[src/rtl/mant_mul_seq.sv]
// Sequential 24x24 unsigned mantissa multiplier.
// A radix-2 shift-and-add loop drives one sum24bit prefix adder, one pass
// per clock. Operands arrive on a valid/ready start handshake. The 48-bit
// product leaves on a valid/ready result handshake.

// 24-bit Kogge-Stone prefix adder with a 25-bit result.
// kIn is the carry-in status code: 2'b11 generates a carry-in, and every
// other code kills it.
module sum24bit (
    input  logic [23:0] a,
    input  logic [23:0] b,
    input  logic [1:0]  kIn,
    output logic [24:0] s
);

    logic        cin;
    logic [23:0] p_bit;
    logic [23:0] g_grp;
    logic [23:0] p_grp;
    logic [23:0] g_nxt;
    logic [23:0] p_nxt;
    logic [24:0] carry;

    assign cin = &kIn;

    // Prefix tree: after the last level, g_grp[i] is the carry out of bits [i:0] including cin.
    always_comb begin
        // NOTE: every variable written here gets a value on every path first, so no latch is inferred.
        p_bit = a ^ b;
        g_grp = a & b;
        g_grp[0] = g_grp[0] | (p_bit[0] & cin);
        p_grp = p_bit;
        g_nxt = '0;
        p_nxt = '0;
        for (int lvl = 0; lvl < 5; lvl++) begin
            g_nxt = g_grp;
            p_nxt = p_grp;
            for (int i = 0; i < 24; i++) begin
                if (i >= (1 << lvl)) begin
                    g_nxt[i] = g_grp[i] | (p_grp[i] & g_grp[i - (1 << lvl)]);
                    p_nxt[i] = p_grp[i] & p_grp[i - (1 << lvl)];
                end
            end
            g_grp = g_nxt;
            p_grp = p_nxt;
        end
        carry = {g_grp, cin};
        s     = {carry[24], p_bit ^ carry[23:0]};
    end

endmodule

module mant_mul_seq #(
    parameter bit ZERO_BYPASS = 1'b1
) (
    input  logic        clk,
    input  logic        rstn,
    input  logic        start_valid,
    output logic        start_ready,
    input  logic [23:0] op_a,
    input  logic [23:0] op_b,
    output logic        res_valid,
    input  logic        res_ready,
    output logic [47:0] product,
    output logic        busy
);

    localparam logic [1:0] IDLE = 2'd0;
    localparam logic [1:0] RUN  = 2'd1;
    localparam logic [1:0] DONE = 2'd2;

    logic [1:0]  state_q,  state_d;
    logic [23:0] mcand_q,  mcand_d;
    logic [23:0] acc_hi_q, acc_hi_d;
    logic [23:0] acc_lo_q, acc_lo_d;
    logic [4:0]  cnt_q,    cnt_d;

    logic [23:0] add_b;
    logic [24:0] sum_s;

    // Operand gating: the multiplicand is added only when the multiplier LSB is set.
    assign add_b = acc_lo_q[0] ? mcand_q : 24'h0;

    // acc_hi + mcand is at most 2^25-2, so sum_s[24] holds the full carry.
    sum24bit u_add (
        .a   (acc_hi_q),
        .b   (add_b),
        .kIn (2'b00),
        .s   (sum_s)
    );

    // Next-state and datapath update for the IDLE/RUN/DONE controller.
    always_comb begin
        state_d  = state_q;
        mcand_d  = mcand_q;
        acc_hi_d = acc_hi_q;
        acc_lo_d = acc_lo_q;
        cnt_d    = cnt_q;
        case (state_q)
            IDLE: begin
                if (start_valid) begin
                    mcand_d  = op_a;
                    acc_hi_d = '0;
                    acc_lo_d = op_b;
                    cnt_d    = '0;
                    if (ZERO_BYPASS && ((op_a == '0) || (op_b == '0))) begin
                        acc_lo_d = '0;
                        state_d  = DONE;
                    end else begin
                        state_d = RUN;
                    end
                end
            end
            RUN: begin
                acc_hi_d = sum_s[24:1];
                acc_lo_d = {sum_s[0], acc_lo_q[23:1]};
                cnt_d    = cnt_q + 5'd1;
                if (cnt_q == 5'd23) begin
                    state_d = DONE;
                end
            end
            DONE: begin
                if (res_ready) begin
                    state_d = IDLE;
                end
            end
            default: state_d = IDLE;
        endcase
    end

    // State and datapath registers. Asynchronous reset clears all of them.
    always_ff @(posedge clk or negedge rstn) begin
        // NOTE: the datapath registers are reset as well, so product reads 0 out of reset.
        if (!rstn) begin
            state_q  <= IDLE;
            mcand_q  <= '0;
            acc_hi_q <= '0;
            acc_lo_q <= '0;
            cnt_q    <= '0;
        end else begin
            // NOTE: non-blocking assignments let every register sample the pre-edge values together.
            state_q  <= state_d;
            mcand_q  <= mcand_d;
            acc_hi_q <= acc_hi_d;
            acc_lo_q <= acc_lo_d;
            cnt_q    <= cnt_d;
        end
    end

    assign start_ready = (state_q == IDLE);
    assign res_valid   = (state_q == DONE);
    assign busy        = (state_q == RUN) || (state_q == DONE);
    assign product     = {acc_hi_q, acc_lo_q};

endmodule

[config.mk]
export PLATFORM = sky130hd
export DESIGN_NAME = mant_mul_seq
export DESIGN_NICKNAME = d
export VERILOG_FILES = /design/src/rtl/mant_mul_seq.sv
export SDC_FILE = /design/constraint.sdc
export NUM_CORES = 1
export LEC_CHECK = 0
export ABC_AREA = 1
export BUFFER_PORTS_ARGS = -buffer_cell sky130_fd_sc_hd__buf_2
export CAP_MARGIN = 20
export CORE_ASPECT_RATIO = 0.75
export CORE_MARGIN = 2
export CORE_UTILIZATION = 40
export CTS_BUF_LIST = sky130_fd_sc_hd__clkbuf_8 sky130_fd_sc_hd__clkbuf_16
export DETAILED_ROUTE_END_ITERATION = 8
export SYNTH_ARGS = -nofsm -noshare
export SYNTH_HDL_FRONTEND = slang
export SYNTH_SLANG_ARGS = --single-unit
export TNS_END_PERCENT = 20
[constraint.sdc]
create_clock -name clk -period 2.5 [get_ports clk]
set_input_delay 0.5 -clock clk [delete_from_list [all_inputs] [get_ports clk]]
set_output_delay 0.5 -clock clk [all_outputs]
set_load 0.02 [all_outputs]
==> flow_summary.ini <==
[power]
power_frac_seq = 0.310
power_density_mw_per_mm2 = 1183
ir_drop_mv = 0.4211
intPower_mw = 3.891
p_sw_mw = 3.629
pwr-share-comb = 0.517
p_leak_nw = 3.720
sw_frac_of_total = 0.4825
clockPowerShare = 0.173

[routing]
wl_mm = 15.32
drtPass1Iterations = 5
vias_per_cell = 4.774
drcViolationCount = 0
antenna_left = 0
drtIter0Drc = 419
vias = 5199
wl_per_cell_um = 14.06

[timing]
rsz0062_at_grt = no
setup_violations = 0
setup_tns_ps = 0
period_minus_slack_ps = 2269
finalClockSkew_ps = 6.955
fin_hold_ws_ps = 136.2
slew_violations = 0
slew-limit-headroom = 0.5856
hold_viol_final = 0
finalCritPeriodShare = 0.9078
worst_slew_pin_slew_ps = 619.3
fmax_mhz = 440.6

[die]
rows = 36
ios = 103
die_h_um = 104.2
start_util = 0.4115
fp.dieW_um = 137.6
fp.coreArea_mm2 = 0.01302
die-area_mm2 = 0.01434

[yosys]
synth_area_mm2 = 0.005356
ys_seq_area_frac = 0.3691
synthTopCellsByArea = dfrtp_1 37%, nand2_1 19%, inv_1 9.5%, ha_1 6.5%, a21oi_1 5.3%
synth-edff-count = 0
ys.flop_type = dfrtp_1
syn_inst = 814
synth_fp_nets = 895
yosysWarnings = 0
ys_ff_latch = 79
synth_top_area_cell = dfrtp_1
synth_top_area_share = 0.3691
yosys.cell_types.count = 32
async_reset_ff_frac = 1.000
syn_avg_cell_area_um2 = 6.580

[clocking]
numCtsBuffers = 9
htree_levels = 3
clock_latency_ps = 340
cts.path.max_buffers = 2
clkSlewWorstSetupHoldPaths_ps = 70
cts.sinks = 79
cts_tree = done
cts-resized-gates = 0
holdBufCountCts = 0
cts-root-buf = clkbuf_16
cts_setup_buffers = 0

[global_routing]
grt_use_met1 = 0.3727
grt_pass1_vias = 4847
antenna_found_initial = 0
grt_pass1_wl_mm = 24.94
grt.met3_usage = 0.04191
grtUsageTotal = 0.2227
busiest_layer = met1
grt_max_degree = 49
met2_usage = 0.2878
grt-ovfl-total = 0

[finish]
diodes = 0
drive_gt1_frac = 0.1471
layout.nets = 994
syn_to_final_growth_pct = 18.69
nFillCells = 1376

[critical_path]
start_kind = flip-flop
crit_type = reg2reg
cp.depth = 13
r2r_start = acc_lo_q[0]$_DFFE_PN0P_
reg2reg_depth = 13
worstPathRequired_ps = 2730
slowest_delay_ps = 390
reg2reg_slack_ps = 230
crit_path_frequent_cell = nand2_1
endpoint = acc_hi_q[17]$_DFFE_PN0P_
path_buf_inv = 2
cp.arrival_ps = 2500
crit_family = simple AND/OR/NAND/NOR gates
crit_slowest_cell = dfrtp_1
cp-startpoint = acc_lo_q[0]$_DFFE_PN0P_
cp_max_fo = 25
r2r-end = acc_hi_q[17]$_DFFE_PN0P_
path_cells = buf_4 > nand2_1 > inv_1 > ha_1 > nand2_1 > nor2_1 > nand3_1 > nand3_1 > nand2_1 > nand2_1 > nand2_1 > nand3_1 > nand2_1
cp-end-kind = flip-flop

[placed_design]
dp_hpwl_mm = 12.00
portBuffers = 102
gp_congestion = 0.9110

[outcome]
outcome = complete, no violations

[flow_run]
maxCapViolCount = 0

[min_path]
hold_path_class = in2async
==> worst min-delay path by stage <==
stage | start | end
6_report | rstn | acc_hi_q[17]$_DFFE_PN0P_
5_1_grt | rstn | acc_hi_q[17]$_DFFE_PN0P_
4_1_cts | rstn | acc_hi_q[15]$_DFFE_PN0P_
3_5_place_dp | mcand_q[16]$_DFFE_PN0P_ | mcand_q[16]$_DFFE_PN0P_
3_3_place_gp | mcand_q[3]$_DFFE_PN0P_ | mcand_q[3]$_DFFE_PN0P_
2_1_floorplan | rstn | acc_hi_q[0]$_DFFE_PN0P_
==> per-stage QoR <==
step	utilization	total power [mW]	cells	worst slack (ps)	instance area, um2
global placement	0.4658	6.210	1073	248.5	6063
global route	0.4884	8.192	1089	10.63	6357
CTS	0.4882	7.562	1089	194.0	6355
detailed placement	0.4658	6.232	1073	215.4	6063
floorplan	-	5.032	814	288.6	5356
finish	0.4884	7.520	1089	230.6	6357
==> Yosys cell counts (2+ instances only) <==
library cell and instances:
nand2_1 278, inv_1 136, dfrtp_1 79, nor2_1 74, a21oi_1 57, nand3_1 43
o21ai_0 35, nand4_1 29, ha_1 28, buf_2 13, clkbuf_1 7, nor3_1 5
nand3b_1 4, o31ai_1 3, xor2_1 3, buf_4 2, inv_2 2, o21ai_1 2
==> state kept, by name (all words and copies together) (netlist names) <==
signal    flops
mcand_q      24
acc_lo_q     24
cnt_q         5
acc_hi_q     24
state_q       2
==> logic make-up after synthesis <==
family                   share of synthesized area
AO/OA/AOI/OAI                              0.09788
XOR/XNOR                                  0.006542
adder cells (fa/ha/maj)                    0.06914
buffers and inverters                       0.1194
flip-flops                                  0.3691
AND/OR/NAND/NOR                             0.3380
==> power by group through the flow <==
stage / Combinational (mW) / Clock (mW) / Sequential (mW)
2_1_floorplan: 2.37 / 0 / 2.66
6_report: 3.88 / 1.30 / 2.33
5_1_grt: 4.39 / 1.39 / 2.41
4_1_cts: 3.89 / 1.34 / 2.33
3_3_place_gp: 3.86 / 0 / 2.35
3_5_place_dp: 3.88 / 0 / 2.35
==> placed cells by master (no fill, tap or decap), drive strengths merged <==
cell type  instances
a21oi             57
a32o               1
and2               1
buf              112
clkbuf            10
clkinv             2
clkinvlp           2
dfrtp             79
fa                 1
ha                28
inv              140
nand2            279
nand3             43
nand3b             4
nand4             29
nor2              75
nor3               5
nor4               1
o211ai             1
o21a               1
o21ai             37
o22ai              1
o31ai              3
or2                2
xnor2              1
xor2               3
==> metal layers <==
layer  vias to the layer above  wire length, um
met2                       120             5877
met5                         -                0
met1                      2313             8598
met3                         9              718
li1                       2757                -
met4                         0              121
==> final cells by class <==
type / count / area [um2] / area share
Timing Repair Buffer: 112 / 613.1 / 0.09644
Tap cell: 171 / 214.0 / 0.03365
Inverter: 138 / 518.0 / 0.08148
Multi-Input combinational cell: 573 / 2744 / 0.4316
Clock buffer: 10 / 239.0 / 0.03759
Sequential cell: 79 / 1977 / 0.3110
Clock inverter: 6 / 52.55 / 0.008266
Power figures use the tool's default switching activity.
